$ cat config.mk
export PLATFORM = sky130hd
export DESIGN_NAME = sw_seq_loader
export DESIGN_NICKNAME = d
export VERILOG_FILES = /design/src/rtl/sw_pkg.sv /design/src/rtl/sw_word_shifter.sv /design/src/rtl/sw_seq_loader.sv
export SDC_FILE = /design/constraint.sdc
export NUM_CORES = 1
export LEC_CHECK = 0
export BUFFER_PORTS_ARGS = -buffer_cell sky130_fd_sc_hd__buf_2
export CAP_MARGIN = 10
export CELL_PAD_IN_SITES_DETAIL_PLACEMENT = 0
export CELL_PAD_IN_SITES_GLOBAL_PLACEMENT = 2
export CORE_MARGIN = 10
export CORE_UTILIZATION = 34
export DETAILED_ROUTE_END_ITERATION = 8
export GPL_ROUTABILITY_DRIVEN = 0
export MAX_ROUTING_LAYER = met4
export PLACE_DENSITY_LB_ADDON = 0.1
export SLEW_MARGIN = 20
export SYNTH_ARGS = -nofsm -noshare
export SYNTH_HDL_FRONTEND = slang
export SYNTH_SLANG_ARGS = --single-unit
$ cat constraint.sdc
create_clock -name clk -period 5.5 [get_ports clk]
set_clock_uncertainty 0.15 [all_clocks]
set_input_delay 0.275 -clock clk [delete_from_list [all_inputs] [get_ports clk]]
set_output_delay 0.275 -clock clk [all_outputs]
set_load 0.005 [all_outputs]
$ cat src/rtl/sw_pkg.sv
// Shared definitions for the SW_core stream loader: lengths, header layout, states.
// Word counts derive from the max lengths; the checksum state is used only with SW_LOADER_CHKSUM_EN.
package sw_pkg;

    localparam int SW_REF_MAX_LEN  = 128;
    localparam int SW_READ_MAX_LEN = 128;
    localparam int SW_WORD_W       = 32;

    localparam int SW_REF_LEN_W  = $clog2(SW_REF_MAX_LEN) + 1;
    localparam int SW_READ_LEN_W = $clog2(SW_READ_MAX_LEN) + 1;

    localparam int HDR_FIELD_W  = 16;
    localparam int HDR_REF_LSB  = 16;
    localparam int HDR_READ_LSB = 0;

    function automatic int words_of(input int max_len, input int word_w);
        return (2 * max_len) / word_w;
    endfunction

    localparam int REF_WORDS  = words_of(SW_REF_MAX_LEN, SW_WORD_W);
    localparam int READ_WORDS = words_of(SW_READ_MAX_LEN, SW_WORD_W);

    typedef logic [2:0] state_t;

    localparam state_t S_HDR   = 3'd0;
    localparam state_t S_REF   = 3'd1;
    localparam state_t S_READ  = 3'd2;
    localparam state_t S_CHK   = 3'd3;
    localparam state_t S_ISSUE = 3'd4;

endpackage

$ cat src/rtl/sw_word_shifter.sv
// Shift-in register: each load moves contents up one word and inserts din at the LSBs,
// so the first word loaded ends up in the MSBs once the register is full.
module sw_word_shifter #(
    parameter int W      = 256,
    parameter int WORD_W = 32
) (
    input  logic              clk,
    input  logic              rst_n,
    input  logic              clr,
    input  logic              load,
    input  logic [WORD_W-1:0] din,
    output logic [W-1:0]      q
);

    logic [W-1:0] q_q;
    logic [W-1:0] q_d;

    always_comb begin
        q_d = q_q;
        if (clr) begin
            q_d = '0;
        end else if (load) begin
            q_d = {q_q[W-WORD_W-1:0], din};
        end
    end

    always_ff @(posedge clk or negedge rst_n) begin
        if (!rst_n) begin
            q_q <= '0;
        end else begin
            q_q <= q_d;
        end
    end

    assign q = q_q;

endmodule

$ cat src/rtl/sw_seq_loader.sv
// Assembles header/ref/read stream packets and issues them to SW_core with a one-cycle valid.
// SW_LOADER_CHKSUM_EN adds a trailing XOR checksum word checked in S_CHK.
module sw_seq_loader
    import sw_pkg::*;
#(
    parameter int REF_MAX_LEN  = SW_REF_MAX_LEN,
    parameter int READ_MAX_LEN = SW_READ_MAX_LEN,
    parameter int WORD_W       = SW_WORD_W,
    localparam int RLW = $clog2(REF_MAX_LEN) + 1,
    localparam int DLW = $clog2(READ_MAX_LEN) + 1
) (
    input  logic                      clk,
    input  logic                      rst_n,
    input  logic                      s_valid,
    output logic                      s_ready,
    input  logic [WORD_W-1:0]         s_data,
    input  logic                      sw_ready,
    output logic                      sw_valid,
    output logic [2*REF_MAX_LEN-1:0]  sw_seq_ref,
    output logic [2*READ_MAX_LEN-1:0] sw_seq_read,
    output logic [RLW-1:0]            sw_ref_len,
    output logic [DLW-1:0]            sw_read_len,
    output logic                      o_busy,
    output logic                      o_err,
    output logic [15:0]               o_pkt_cnt
);

    localparam int N_REF  = words_of(REF_MAX_LEN, WORD_W);
    localparam int N_READ = words_of(READ_MAX_LEN, WORD_W);
    localparam int N_MAX  = (N_REF > N_READ) ? N_REF : N_READ;
    localparam int CNT_W  = $clog2(N_MAX + 1);

    localparam logic [CNT_W-1:0] REF_LAST  = CNT_W'(N_REF - 1);
    localparam logic [CNT_W-1:0] READ_LAST = CNT_W'(N_READ - 1);

    state_t           state_q, state_d;
    logic [CNT_W-1:0] cnt_q, cnt_d;
    logic             len_bad_q, len_bad_d;
    logic [RLW-1:0]   ref_len_q, ref_len_d;
    logic [DLW-1:0]   read_len_q, read_len_d;
    logic             sw_valid_q, sw_valid_d;
    logic             err_q, err_d;
    logic [15:0]      pkt_cnt_q, pkt_cnt_d;

    logic                   xfer;
    logic                   clr;
    logic                   ref_ld;
    logic                   read_ld;
    logic [HDR_FIELD_W-1:0] ref_f;
    logic [HDR_FIELD_W-1:0] read_f;
    logic                   hdr_bad;

    assign xfer   = s_valid & s_ready;
    assign ref_f  = s_data[HDR_REF_LSB +: HDR_FIELD_W];
    assign read_f = s_data[HDR_READ_LSB +: HDR_FIELD_W];

    assign hdr_bad = (ref_f == '0) || (ref_f > HDR_FIELD_W'(REF_MAX_LEN))
                  || (read_f == '0) || (read_f > HDR_FIELD_W'(READ_MAX_LEN));

`ifdef SW_LOADER_CHKSUM_EN
    logic [WORD_W-1:0] chk_q, chk_d;

    // Running XOR restarts at the header so it covers every word of this packet.
    always_comb begin
        chk_d = chk_q;
        if (xfer) begin
            if (state_q == S_HDR) begin
                chk_d = s_data;
            end else if (state_q == S_REF || state_q == S_READ) begin
                chk_d = chk_q ^ s_data;
            end
        end
    end

    always_ff @(posedge clk or negedge rst_n) begin
        if (!rst_n) begin
            chk_q <= '0;
        end else begin
            chk_q <= chk_d;
        end
    end
`endif

    always_comb begin
        state_d    = state_q;
        cnt_d      = cnt_q;
        len_bad_d  = len_bad_q;
        ref_len_d  = ref_len_q;
        read_len_d = read_len_q;
        pkt_cnt_d  = pkt_cnt_q;
        sw_valid_d = 1'b0;
        err_d      = 1'b0;
        clr        = 1'b0;
        ref_ld     = 1'b0;
        read_ld    = 1'b0;
        unique case (state_q)
            S_HDR: begin
                if (xfer) begin
                    ref_len_d  = ref_f[RLW-1:0];
                    read_len_d = read_f[DLW-1:0];
                    len_bad_d  = hdr_bad;
                    clr        = 1'b1;
                    cnt_d      = '0;
                    state_d    = S_REF;
                end
            end
            S_REF: begin
                if (xfer) begin
                    ref_ld = 1'b1;
                    if (cnt_q == REF_LAST) begin
                        cnt_d   = '0;
                        state_d = S_READ;
                    end else begin
                        cnt_d = cnt_q + 1'b1;
                    end
                end
            end
            S_READ: begin
                if (xfer) begin
                    read_ld = 1'b1;
                    if (cnt_q == READ_LAST) begin
                        cnt_d = '0;
`ifdef SW_LOADER_CHKSUM_EN
                        state_d = S_CHK;
`else
                        err_d   = len_bad_q;
                        state_d = len_bad_q ? S_HDR : S_ISSUE;
`endif
                    end else begin
                        cnt_d = cnt_q + 1'b1;
                    end
                end
            end
`ifdef SW_LOADER_CHKSUM_EN
            S_CHK: begin
                if (xfer) begin
                    err_d   = len_bad_q || (s_data != chk_q);
                    state_d = err_d ? S_HDR : S_ISSUE;
                end
            end
`endif
            S_ISSUE: begin
                if (sw_ready) begin
                    sw_valid_d = 1'b1;
                    pkt_cnt_d  = pkt_cnt_q + 16'd1;
                    state_d    = S_HDR;
                end
            end
            default: state_d = S_HDR;
        endcase
    end

    always_ff @(posedge clk or negedge rst_n) begin
        if (!rst_n) begin
            state_q    <= S_HDR;
            cnt_q      <= '0;
            len_bad_q  <= 1'b0;
            ref_len_q  <= '0;
            read_len_q <= '0;
            sw_valid_q <= 1'b0;
            err_q      <= 1'b0;
            pkt_cnt_q  <= '0;
        end else begin
            state_q    <= state_d;
            cnt_q      <= cnt_d;
            len_bad_q  <= len_bad_d;
            ref_len_q  <= ref_len_d;
            read_len_q <= read_len_d;
            sw_valid_q <= sw_valid_d;
            err_q      <= err_d;
            pkt_cnt_q  <= pkt_cnt_d;
        end
    end

    sw_word_shifter #(.W(2*REF_MAX_LEN), .WORD_W(WORD_W)) u_ref_sh (
        .clk   (clk),
        .rst_n (rst_n),
        .clr   (clr),
        .load  (ref_ld),
        .din   (s_data),
        .q     (sw_seq_ref)
    );

    sw_word_shifter #(.W(2*READ_MAX_LEN), .WORD_W(WORD_W)) u_read_sh (
        .clk   (clk),
        .rst_n (rst_n),
        .clr   (clr),
        .load  (read_ld),
        .din   (s_data),
        .q     (sw_seq_read)
    );

    assign s_ready     = (state_q != S_ISSUE);
    assign o_busy      = (state_q != S_HDR);
    assign sw_valid    = sw_valid_q;
    assign o_err       = err_q;
    assign o_pkt_cnt   = pkt_cnt_q;
    assign sw_ref_len  = ref_len_q;
    assign sw_read_len = read_len_q;

endmodule
==> metrics.json <==
{
  "setup-violations-final": 0,
  "cts.htree.levels": 3,
  "cts-resized-gates": 0,
  "layout_setup_ws_ns": 2.41,
  "dr.pass1.iters": 5,
  "clk_sinks": 554,
  "outcome": "complete, no violations",
  "post_cts_setup_buffer_count": 0,
  "nNetsFinal": 2942,
  "clock_network_latency_to_the_later_pin_of_the_worst_skew_pair_ns": 0.59,
  "postSynthAreaPerCell_sq_um": 9.28,
  "synth.lib_cells_used.distinct": 37,
  "detail_route.wirelength.met1_um": 34400,
  "synth.ff_latch_count": 554,
  "postSynthNetCount": 2418,
  "flow.area_growth_from_synthesis_pct": 26.2,
  "ir_drop_mv": 0.264,
  "routed_wl_met3_um": 6080,
  "max-clock-path-buffers": 3,
  "io_buffers": 583,
  "synthesis.instances": 2380,
  "start_util_pct": 34.3,
  "cts_hold_buf": 35,
  "clock_tree.root_cell": "clkbuf_16",
  "dpl-instance-area_sq_um": 25300,
  "synth-compound-area-share_pct": 12.0,
  "die_height_um": 275,
  "timing.hold.ws_ns": 0.184,
  "final_common_cell": "nand2_1",
  "crit_arrival_ns": 3.36,
  "die_x_um": 275,
  "critPathKind": "reg2reg",
  "drt_first_iter_violations": 1269,
  "number_of_antenna_violations_at_the_first_check_in_global_routing": 0,
  "slew_violations": 0,
  "core-area_sq_um": 64300,
  "critical_path_required_ns": 5.77,
  "synthXorXnorAreaFrac_pct": 0.635,
  "synthMuxAreaShare_pct": 0.867,
  "gr-total-overflow": 0,
  "power-per-cell-area_nw_per_um2": 480,
  "total_negative_slack_for_setup_checks_ns": 0,
  "dr_total_vias": 17529,
  "ratio_of_cells_with_drive_above_1_in_the_final_layout_pct": 24.3,
  "maxSlewHeadroom_pct": 33.4,
  "synth_seq_area_share_pct": 62.8,
  "critPathLaunchType": "register",
  "cts_buffers": 66,
  "grt_start_max_net_pins": 218,
  "placement.setup.worst_slack_ns": 2.45,
  "rsz_0062_raised_after_global_routing": "no",
  "total_leakage_power_uw": 0.0138,
  "grt_util_all_layers_pct": 20.8,
  "timing.fmax_ghz": 0.324,
  "top_signal_layer_used": "met4",
  "design.die.area_sq_um": 75500,
  "post_route_fraction_of_the_period_consumed_by_the_critical_path_pct": 56.2,
  "place.detailed.hpwl_um": 57000,
  "worst-slew-pin-transition_ns": 0.999,
  "yosys.area_share.simple_pct": 19.1,
  "hold_path.class": "in2async",
  "finalInstanceArea_sq_um": 27800,
  "detail_route.wl_per_cell_um": 20.8,
  "max_cap_violations": 0,
  "synth_adder_area_share_pct": 0.113,
  "ys.warnings.count": 0,
  "dominant_combinational_cell_family_by_area_after_synthesis": "simple AND/OR/NAND/NOR gates",
  "antenna_violating_nets_remaining": 0,
  "worstPathMaxFanout": 217,
  "ioPinCount": 584,
  "viasPerCell": 4.61,
  "antenna_cells": 0,
  "mostFrequentLayoutCells": "1036 x nand2_1, 582 x buf_2, 552 x dfrtp_1",
  "number_of_failing_hold_endpoints_at_the_final_stage": 0,
  "clkSlewWorstSetupHoldPaths_ns": 0.06,
  "period_minus_slack_ns": 3.09,
  "first_global_vias": 17210,
  "post-route-drc-count": 0,
  "post_synth_instance_area_sq_um": 22100,
  "clock_tree_from_tritoncts": "done",
  "global_route_wire_length_before_repair_um": 116000,
  "cp-end-kind": "register",
  "detail_route.wirelength_um": 79200,
  "wl_met2_um": 35600,
  "power_total_uw": 13400,
  "std_cell_rows": 93
}
==> Yosys cell counts <==
cell type	count	area [sq um]
inv_1	4	15.0
a211o_1	1	8.76
nand4_1	3	18.8
clkbuf_1	107	402
nand4bb_1	1	11.3
a31oi_1	3	18.8
xor2_1	4	35.0
nor3b_1	2	15.0
and4_1	2	17.5
ha_1	2	25.0
nor4_2	2	25.0
nand2b_4	1	13.8
o221ai_1	1	8.76
or2_1	1	6.26
buf_6	35	394
and3_1	4	25.0
o21ai_0	375	1880
a21oi_1	4	20.0
buf_4	2	15.0
nand3_1	8	40.0
mux2_2	17	191
dfrtp_1	554	13900
nor2_8	1	20.0
nand2b_1	2	12.5
nor3_1	2	10.0
buf_8	1	15.0
nand2_1	1036	3890
xnor2_1	12	105
a22o_1	2	17.5
o22a_1	1	8.76
o41ai_1	1	8.76
or2_2	1	6.26
or3_1	1	6.26
nor2_1	12	45.0
nor4_1	7	43.8
buf_2	30	150
o21ai_1	138	691
==> path summary, 6_finish.rpt <==
kind / from / to / slack (ns) / cells after the start
setup / recovery: state_q[0]$_DFFE_PN0P_ / u_read_sh.q[141]$_DFFE_PN0P_ / 2.41 / 3
hold / removal: rst_n / u_read_sh.q[235]$_DFFE_PN0P_ / 0.18 / 2
setup reg to reg: state_q[0]$_DFFE_PN0P_ / u_read_sh.q[141]$_DFFE_PN0P_ / 2.41 / 3
hold reg to reg: o_pkt_cnt[15]$_DFFE_PN0P_ / o_pkt_cnt[15]$_DFFE_PN0P_ / 0.31 / 1
max in group asynchronous: rst_n / u_read_sh.q[47]$_DFFE_PN0P_ / 3.57 / 3
min in group clk: o_pkt_cnt[15]$_DFFE_PN0P_ / o_pkt_cnt[15]$_DFFE_PN0P_ / 0.31 / 1
==> registers in the layout, summed over array words and instances (netlist names) <==
name         flops
cnt_q            4
len_bad_q        1
o_err            1
o_pkt_cnt       16
state_q          3
sw_read_len      8
sw_ref_len       8
sw_valid         1
u_read_sh.q    256
u_ref_sh.q     256
==> area by class of cell <==
| cell class | instances | area [sq um] |
|---|---|---|
| clock buffers | 105 | 2050 |
| clock inverters | 10 | 106 |
| fillers | 6515 | 36500 |
| inverters | 4 | 15.0 |
| multi-input cells | 1647 | 7230 |
| flip-flops and latches | 554 | 13900 |
| well taps | 855 | 1070 |
| repair buffers | 631 | 3500 |
==> logic make-up (layout without fill, tap and decap cells) <==
| family | after synthesis | count (layout) |
|---|---|---|
| simple gates | 1086 | 1086 |
| flops | 554 | 554 |
| compound gates | 526 | 526 |
| buf+inv | 179 | 750 |
| mux | 17 | 17 |
| xor+xnor | 16 | 16 |
| fa+ha+maj | 2 | 2 |
==> report_power, final <==
part	total (uW)	leakage, uW	internal, uW	switching [uW]
Clock	4350	0.00106	2650	1710
Combinational	2930	0.00534	1180	1750
Sequential	6070	0.00738	5110	957
Total	13400	0.0138	8940	4420
==> metal layers <==
metal,track usage [%],up-vias
met4,8.83,0
met3,6.23,132
met1,26.3,8111
li1,-,8776
met5,-,-
met2,30.5,510
==> stage by stage <==
stage | util [%] | cells
after CTS | 43.2 | 3805
after global placement | 39.3 | 3655
after global routing | 43.3 | 3806
after floorplan | - | 2380
after detailed placement | 39.3 | 3655
final | 43.3 | 3806
==> critical path: stages (launching register included) <==
cell and delay (ns):
dfrtp_4 0.93, or2_4 0.78, buf_12 0.61, o21ai_0 0.24
No activity file was read; power rests on OpenSTA's default activity.
